$ cat src/rtl/sub_pkg.sv
// ---------------------------------------------------------------------------
// sub_pkg
// Shared definitions for the serial subtractor slice.
//   state_e        : controller state encoding (IDLE=0, SHIFT=1, DONE=2)
//   DEFAULT_WIDTH  : default operand/result width in bits
// ---------------------------------------------------------------------------
package sub_pkg;

  typedef enum logic [1:0] {
    IDLE  = 2'd0,
    SHIFT = 2'd1,
    DONE  = 2'd2
  } state_e;

  localparam int DEFAULT_WIDTH = 8;

endpackage

$ cat src/rtl/fullsub_HS_46.sv
// ---------------------------------------------------------------------------
// fullsub_HS_46
// One-bit full subtractor cell: computes a - b - cin.
//   a, b  : operand bits
//   cin   : borrow in
//   diff  : difference bit
//   borr  : borrow out
// ---------------------------------------------------------------------------
module fullsub_HS_46 (
  input  logic a,
  input  logic b,
  input  logic cin,
  output logic diff,
  output logic borr
);

  // A borrow is needed whenever the subtracted amount (b plus cin) exceeds a.
  assign diff = a ^ b ^ cin;
  assign borr = (~a & b) | (~a & cin) | (b & cin);

endmodule

$ cat src/rtl/serial_sub_46.sv
// ---------------------------------------------------------------------------
// serial_sub_46
// Bit-serial subtractor: computes a_in - b_in - bin modulo 2^WIDTH, one bit
// per clock, LSB first, using a single full-subtractor cell.
//   clk      : clock, all state on rising edge
//   rst_n    : asynchronous active-low reset
//   start    : begin a subtraction (accepted only while idle)
//   a_in     : minuend, captured on accepted start
//   b_in     : subtrahend, captured on accepted start
//   bin      : borrow-in, captured on accepted start
//   busy     : high while bits are being processed
//   done     : one-cycle pulse when diff_out/borr_out are updated
//   diff_out : difference, held until the next operation completes
//   borr_out : final borrow out of the MSB stage
// ---------------------------------------------------------------------------
module serial_sub_46
  import sub_pkg::*;
#(
  parameter int WIDTH = DEFAULT_WIDTH
) (
  input  logic             clk,
  input  logic             rst_n,
  input  logic             start,
  input  logic [WIDTH-1:0] a_in,
  input  logic [WIDTH-1:0] b_in,
  input  logic             bin,
  output logic             busy,
  output logic             done,
  output logic [WIDTH-1:0] diff_out,
  output logic             borr_out
);

  localparam int CW = (WIDTH > 1) ? $clog2(WIDTH) : 1;
  localparam logic [CW-1:0] LAST_BIT = CW'(WIDTH - 1);

  state_e           state_q;
  logic [WIDTH-1:0] aShift_q;
  logic [WIDTH-1:0] bShift_q;
  logic             borrow_q;
  logic [CW-1:0]    count_q;
  logic [WIDTH-2:0] result_q;
  logic [WIDTH-1:0] result_d;
  logic [WIDTH-1:0] diff_q;
  logic             borrOut_q;
  logic             busy_q;
  logic             done_q;
  logic             diffBit;
  logic             borrBit;

  fullsub_HS_46 uCell (
    .a    (aShift_q[0]),
    .b    (bShift_q[0]),
    .cin  (borrow_q),
    .diff (diffBit),
    .borr (borrBit)
  );

  // The partial result only keeps WIDTH-1 bits; the bit produced in the
  // final shift cycle completes the word directly into the output register,
  // so partial values never reach diff_out.
  assign result_d = {diffBit, result_q};

  // Controller and datapath: operands shift right one bit per SHIFT cycle,
  // the borrow ripples through borrow_q, and the outputs are only loaded on
  // the transition into DONE so they stay stable between operations.
  always_ff @(posedge clk or negedge rst_n) begin
    if (!rst_n) begin
      state_q   <= IDLE;
      aShift_q  <= '0;
      bShift_q  <= '0;
      borrow_q  <= 1'b0;
      count_q   <= '0;
      result_q  <= '0;
      diff_q    <= '0;
      borrOut_q <= 1'b0;
      busy_q    <= 1'b0;
      done_q    <= 1'b0;
    end else begin
      case (state_q)
        IDLE: begin
          if (start) begin
            aShift_q <= a_in;
            bShift_q <= b_in;
            borrow_q <= bin;
            count_q  <= '0;
            result_q <= '0;
            busy_q   <= 1'b1;
            state_q  <= SHIFT;
          end
        end
        SHIFT: begin
          aShift_q <= aShift_q >> 1;
          bShift_q <= bShift_q >> 1;
          borrow_q <= borrBit;
          result_q <= result_d[WIDTH-1:1];
          count_q  <= count_q + CW'(1);
          if (count_q == LAST_BIT) begin
            diff_q    <= result_d;
            borrOut_q <= borrBit;
            busy_q    <= 1'b0;
            done_q    <= 1'b1;
            state_q   <= DONE;
          end
        end
        DONE: begin
          done_q  <= 1'b0;
          state_q <= IDLE;
        end
        default: begin
          busy_q  <= 1'b0;
          done_q  <= 1'b0;
          state_q <= IDLE;
        end
      endcase
    end
  end

  assign busy     = busy_q;
  assign done     = done_q;
  assign diff_out = diff_q;
  assign borr_out = borrOut_q;

endmodule

$ cat config.mk
export PLATFORM = sky130hd
export DESIGN_NAME = serial_sub_46
export DESIGN_NICKNAME = d
export VERILOG_FILES = /design/src/rtl/sub_pkg.sv /design/src/rtl/fullsub_HS_46.sv /design/src/rtl/serial_sub_46.sv
export SDC_FILE = /design/constraint.sdc
export NUM_CORES = 1
export LEC_CHECK = 0
export BUFFER_PORTS_ARGS = -buffer_cell sky130_fd_sc_hd__buf_2
export CORE_UTILIZATION = 25
export CTS_CLUSTER_SIZE = 14
export DETAILED_ROUTE_END_ITERATION = 6
export GPL_ROUTABILITY_DRIVEN = 0
export PLACE_DENSITY = 0.44
export SLEW_MARGIN = 20
export SYNTH_ARGS = -nofsm -noshare
export SYNTH_HDL_FRONTEND = slang
export SYNTH_HIERARCHICAL = 1
export SYNTH_SLANG_ARGS = --single-unit
$ cat constraint.sdc
create_clock -name clk -period 1.6 [get_ports clk]
set_input_delay 0.16 -clock clk [delete_from_list [all_inputs] [get_ports clk]]
set_output_delay 0.16 -clock clk [all_outputs]
set_load 0.05 [all_outputs]
==> impl_metrics.csv, run 1 <==
group,metric,value,unit
placement,portBuffers,30,
routing,firstDrtPassIters,4,
routing,wl,3770,µm
routing,vias,1291,
sta,fin_worst_skew,0.00495,ns
clocking,clockBufferDepth,2,
clocking,cts_setup_buffers,0,
grt,gr-total-overflow,0,
grt,grt_first_pass_wirelength,6470,µm
sta,slew_violations,0,
sta,finalHoldViolations,0,
worst_setup_path,path_class,"flip-flop to flip-flop",
die,fp-row-count,30,
clocking,clkTransAtPathRegs,0.08,ns
grt,grt_max_degree,41,
run_status,status,"finished, final reports clean",
cells_and_area,area.growth.synth_to_final,21.1,%
sta,rsz0062_at_grt,"false",
routing,vias_per_cell,4.51,
yosys,yosys_warnings,6,
yosys,synth_fp_nets,180,
clocking,cts_root_buf,"clkbuf_8",
die,die_area,7570,µm²
yosys,syn_area,1810,µm²
worst_setup_path,worst_ep_required_time,1.78,ns
yosys,synthArstFlopShare,100,%
worst_setup_path,endpoint_kind,"flip-flop",
power,power.leakage,1.00,nW
sta,worst_pin_slew,0.533,ns
cells_and_area,drive_gt1_share,30.5,%
sta,final.period_utilization,89.3,%
worst_setup_path,crit_arrival,1.61,ns
grt,track_usage,11.4,%
routing,drt_iter0_markers,54,
power,ir_worst_vdd,0.523,mV
clocking,cts_tree,"built",
sta,finalSetupTns,0,ns
worst_setup_path,critPathMaxFanout,10,
die,initial_core_util,26.3,%
routing,drcViolationCount,0,
power,power_density,2130,nW/µm²
routing,antenna_left,0,
routing,wire_per_inst,13.2,µm
clocking,cts_resized,0,
clocking,cts_sinks,40,
cells_and_area,final_cell_mix,"dfrtp_1 (40), nor3_1 (33), buf_2 (30), o22ai_1 (15)",
die,ios,31,
die,die_h,87.0,µm
grt,grt_pass1_vias,1361,
sta,finalSetupViolCount,0,
placement,hpwl,2450,µm
yosys,avgSynthCellArea,11.5,µm²
yosys,synth_edf_count,0,
yosys,synth.distinct_cells,28,
yosys,ys_ff_latch,40,
cells_and_area,stdcell_area,2190,µm²
cells_and_area,final_common_cell,"dfrtp_1",
sta,fmax,700,MHz
grt,antenna_found_initial,0,
flow_run,drv_cap,0,
cells_and_area,fin_nets,212,
clocking,clkLatencyLatePin,0.29,ns
clocking,cts_buffers,5,
yosys,ys.flop_type,"dfrtp_1",
die,die_x,87.0,µm
worst_setup_path,critPathLaunchType,"flip-flop",
cells_and_area,diodes,0,
yosys,synth_seq_area_share,55.4,%
sta,slew_headroom,64.4,%
yosys,syn_inst,157,
sta,post-route-min-period,1.43,ns
hold_path,min_path_type,"input pin to flip-flop",
placement,placed_area,2060,µm²
cells_and_area,finish.utilization,31.8,%
clocking,ctsHtreeMaxLevel,2,
die,core,6870,µm²
sequential cells by signal (all words and copies together) (netlist names):
| register | count |
|---|---|
| aShift_q | 8 |
| bShift_q | 8 |
| diff_out | 8 |
| result_q | 7 |
| count_q | 3 |
| state_q | 2 |
| borr_out | 1 |
| borrow_q | 1 |
| busy | 1 |
| done | 1 |
routing by layer:
| layer | share of wire (%) | GRT usage, % | wire, µm |
|---|---|---|---|
| met4 | 2.1 | 5.45 | 78 |
| met5 | 0 | 0 | 0 |
| met3 | 4.2 | 3.41 | 158 |
| met2 | 43 | 17.1 | 1640 |
| met1 | 50 | 14.9 | 1900 |
layout make-up:
type,instances,area [µm²]
sequential,40,1000
clock buffer,5,68.8
multi-input combinational,100,717
fill,709,4680
timing repair buffer,37,218
clock inverter,3,42.5
tap,96,120
inverter,5,18.8
path summary, 6_finish.rpt:
check                      cells past startpoint  slack, ns     endpoint       start
min reg2reg                                    1       0.49   count_q[0]  count_q[0]
max in group asynchronous                      3       0.80         done       rst_n
min                                            3       0.10  aShift_q[7]     a_in[7]
max reg2reg                                    4       0.17  diff_out[0]  count_q[0]
min in group asynchronous                      3       0.45  aShift_q[4]       rst_n
max                                            4       0.17  diff_out[0]  count_q[0]
cell usage after synthesis, drive strengths merged (2+ instances only):
master / n / area, µm²
nand2: 4 / 31.3
inv: 5 / 18.8
mux2: 9 / 135
nor2b: 2 / 20.0
buf: 9 / 57.6
nand2b: 2 / 15.0
o32ai: 4 / 35.0
ha: 2 / 25.0
o21ai: 6 / 30.0
nor2: 8 / 30.0
a22o: 9 / 78.8
clkbuf: 3 / 11.3
o22ai: 15 / 93.8
nor3: 33 / 165
dfrtp: 40 / 1000
stage by stage:
stage               worst slack (ns)  hold WS (ns)  power (mW)  cells
floorplan                      0.229        -0.136        3.37    157
global placement               0.185         0.264        3.86    277
detailed placement             0.173         0.258        3.86    277
CTS                            0.160         0.108        4.70    286
global route                   0.120         0.120        4.99    286
finish                         0.172         0.105        4.65    286
report_power, final:
part	internal [mW]	switching, mW
Sequential	1.48	0.337
Clock	0.462	0.367
Combinational	0.832	1.17
kinds of logic (layout without fill, tap and decap cells):
| family | after synthesis | in the layout | synth area share (%) |
|---|---|---|---|
| muxes | 10 | 10 | 8.04 |
| buffers and inverters | 17 | 50 | 4.85 |
| AOI/OAI and AO/OA | 36 | 36 | 14.1 |
| and+or+nand+nor | 51 | 51 | 15.1 |
| adders and majority gates | 3 | 3 | 2.49 |
| DFF | 40 | 40 | 55.4 |
repair_timing:
action,in CTS,in global routing
setup endpoints to repair,0,0
endpoints found under the hold margin,40,0
hold buffers,1,0
critical path, cell delays in order, from the launching register on:
cell	delay [ns]
dfrtp_1	0.40
ha_1	0.20
ha_1	0.26
nand2_8	0.15
mux2_4	0.31
Note: power is estimated with default switching activity, not from simulation.
==> run 2: changes to the inputs <==
--- a/config.mk
+++ b/config.mk
@@ -6,6 +6,8 @@
 export NUM_CORES = 1
 export LEC_CHECK = 0
 export BUFFER_PORTS_ARGS = -buffer_cell sky130_fd_sc_hd__buf_2
+export CORE_ASPECT_RATIO = 0.6
+export CORE_MARGIN = 2
 export CORE_UTILIZATION = 25
 export CTS_CLUSTER_SIZE = 14
 export DETAILED_ROUTE_END_ITERATION = 6
==> run 2 against run 1 <==
Against the previous run: first-iteration DRC count fell by 56%; maximum frequency fell by 2.1%; clock skew rose by 0.0017 ns; final cell count fell by 1.7%; flip-flop and latch count did not move; non-clock buffer count rose by 4.
==> impl_metrics.csv, run 2 (synthesized netlist as in run 1, its figures left out) <==
group,metric,value,unit
routing,dr_wl_met3,138,µm
cells_and_area,diodes,0,
power,p_clk_share,22.6,%
worst_setup_path,path_class,"flip-flop to flip-flop",
placement,portBuffers,30,
sta,finalHoldViolations,0,
routing,drt_iter0_markers,24,
routing,vias,1282,
power,internal_power,3.05,mW
cells_and_area,fillers,675,
cells_and_area,drive_gt1_share,31.4,%
clocking,clockBufferDepth,2,
die,ios,31,
clocking,cts_resized,0,
worst_setup_path,r2r-end,"diff_out[2]",
power,netSwitchingFraction,38.5,%
routing,wl_met1,2230,µm
grt,gr-total-overflow,0,
worst_setup_path,r2r_slack,0.14,ns
run_status,status,"finished, final reports clean",
flow_run,drv_cap,0,
clocking,clkLatencyLatePin,0.28,ns
die,die_h,69.8,µm
sta,final.period_utilization,91.2,%
die,initial_core_util,26.5,%
worst_setup_path,worst_ep_required_time,1.76,ns
worst_setup_path,critPathLaunchType,"flip-flop",
power,power_density,2210,nW/µm²
routing,wl,3960,µm
cells_and_area,fin_nets,216,
cells_and_area,final_cell_mix,"dfrtp_1 (40), nor3_1 (33), buf_2 (30), o22ai_1 (15), buf_4 (10)",
hold_path,hold_path.startpoint,"a_in[7]",
die,die_x,114,µm
routing,wl_met2,1580,µm
sta,slew_violations,0,
die,core,6820,µm²
worst_setup_path,crit_arrival,1.62,ns
hold_path,min_path_type,"input pin to flip-flop",
worst_setup_path,startpoint,"count_q[0]",
die,die_area,7940,µm²
sta,fin_worst_skew,0.00669,ns
placement,hpwl,2630,µm
power,ir_worst_vdd,0.595,mV
worst_setup_path,endpoint_kind,"flip-flop",
cells_and_area,finish.utilization,32.9,%
clocking,cts_setup_buffers,0,
clocking,cts_tree,"built",
sta,fmax,686,MHz
sta,slew_headroom,65.6,%
cells_and_area,final_common_cell,"dfrtp_1",
clocking,cts_sinks,40,
sta,finalSetupViolCount,0,
clocking,cts_buffers,5,
grt,grt_first_pass_wirelength,6910,µm
hold_path,hold_path_end,"aShift_q[7]",
power,power.leakage,1.05,nW
sta,rsz0062_at_grt,"false",
die,fp-row-count,23,
grt,grt_pass1_vias,1341,
power,p_seq_share,36.7,%
routing,highest_layer,"met4",
worst_setup_path,critPathMaxFanout,10,
clocking,ctsHtreeMaxLevel,2,
routing,firstDrtPassIters,4,
cells_and_area,area.growth.synth_to_final,24.3,%
worst_setup_path,r2r-start,"count_q[0]",
worst_setup_path,reg2regPathDepth,4,
routing,vias_per_cell,4.56,
clocking,ctsHoldBuffers,1,
grt,track_usage,11.1,%
clocking,clkTransAtPathRegs,0.06,ns
grt,antenna_found_initial,0,
routing,antenna_left,0,
grt,grt_max_degree,41,
hold_path,whs_path_depth,3,
sta,post-route-min-period,1.46,ns
power,p_switching,1.91,mW
routing,drcViolationCount,0,
sta,finalSetupTns,0,ns
clocking,cts_root_buf,"clkbuf_16",
sta,worst_pin_slew,0.517,ns
power,combPwrFrac,40.7,%
routing,wire_per_inst,14.1,µm
==> run 2: cell count changes in the layout (fill, tap and decap cells not counted) <==
cell        delta
clkbuf_16      +5
buf_4          +5
clkbuf_8       -5
buf_12         -1
clkinvlp_4     -1
clkbuf_1       +1
==> run 2: per-layer routing <==
| layer | GRT usage [%] | vias up |
|---|---|---|
| met5 | 0 | - |
| met4 | 3.25 | 0 |
| met1 | 17.1 | 611 |
| met2 | 14.6 | 20 |
| met3 | 3.06 | 3 |
| li1 | - | 648 |
==> run 2: stage by stage <==
stage                     instances  hold slack [ns]  area (µm²)  power, mW  setup WS [ns]
final                           281            0.136        2240       4.96          0.141
after floorplan                 157           -0.136        1810       3.37          0.229
after CTS                       281            0.130        2240       5.02          0.125
after global routing            281            0.145        2240       5.34         0.0728
after global placement          272            0.260        2070       3.88          0.175
after detailed placement        272            0.265        2070       3.87          0.139
==> run 2: cell type report <==
class                      instances  area [µm²]  area share, %
timing repair buffer              41         235           10.5
inverter                           5        18.8          0.836
tap                               87         109           4.85
clock inverter                     2        35.0           1.56
sequential                        40        1000           44.6
clock buffer                       6         129           5.74
multi-input combinational        100         717           31.9
==> run 2: power groups by stage <==
| stage | Clock [mW] | Combinational, mW | Sequential, mW |
|---|---|---|---|
| 3_5_place_dp | 0 | 2.03 | 1.84 |
| 5_1_grt | 1.19 | 2.24 | 1.90 |
| 2_1_floorplan | 0 | 1.18 | 2.19 |
| 4_1_cts | 1.14 | 2.05 | 1.82 |
| 3_3_place_gp | 0 | 2.04 | 1.84 |
| 6_report | 1.12 | 2.02 | 1.82 |
==> run 2: worst max-delay path by stage <==
stage / cells past startpoint / slack [ns] / end
2_1_floorplan: 4 / 0.23 / borr_out
3_3_place_gp: 4 / 0.18 / borr_out
5_1_grt: 4 / 0.07 / diff_out[2]
4_1_cts: 4 / 0.12 / diff_out[0]
3_5_place_dp: 4 / 0.14 / diff_out[1]
6_report: 4 / 0.14 / diff_out[2]
==> run 2: critical path, cell delays in order, from the launching register on <==
cell	delay (ns)
dfrtp_1	0.40
ha_1	0.21
ha_1	0.27
nand2_8	0.16
mux2_4	0.31
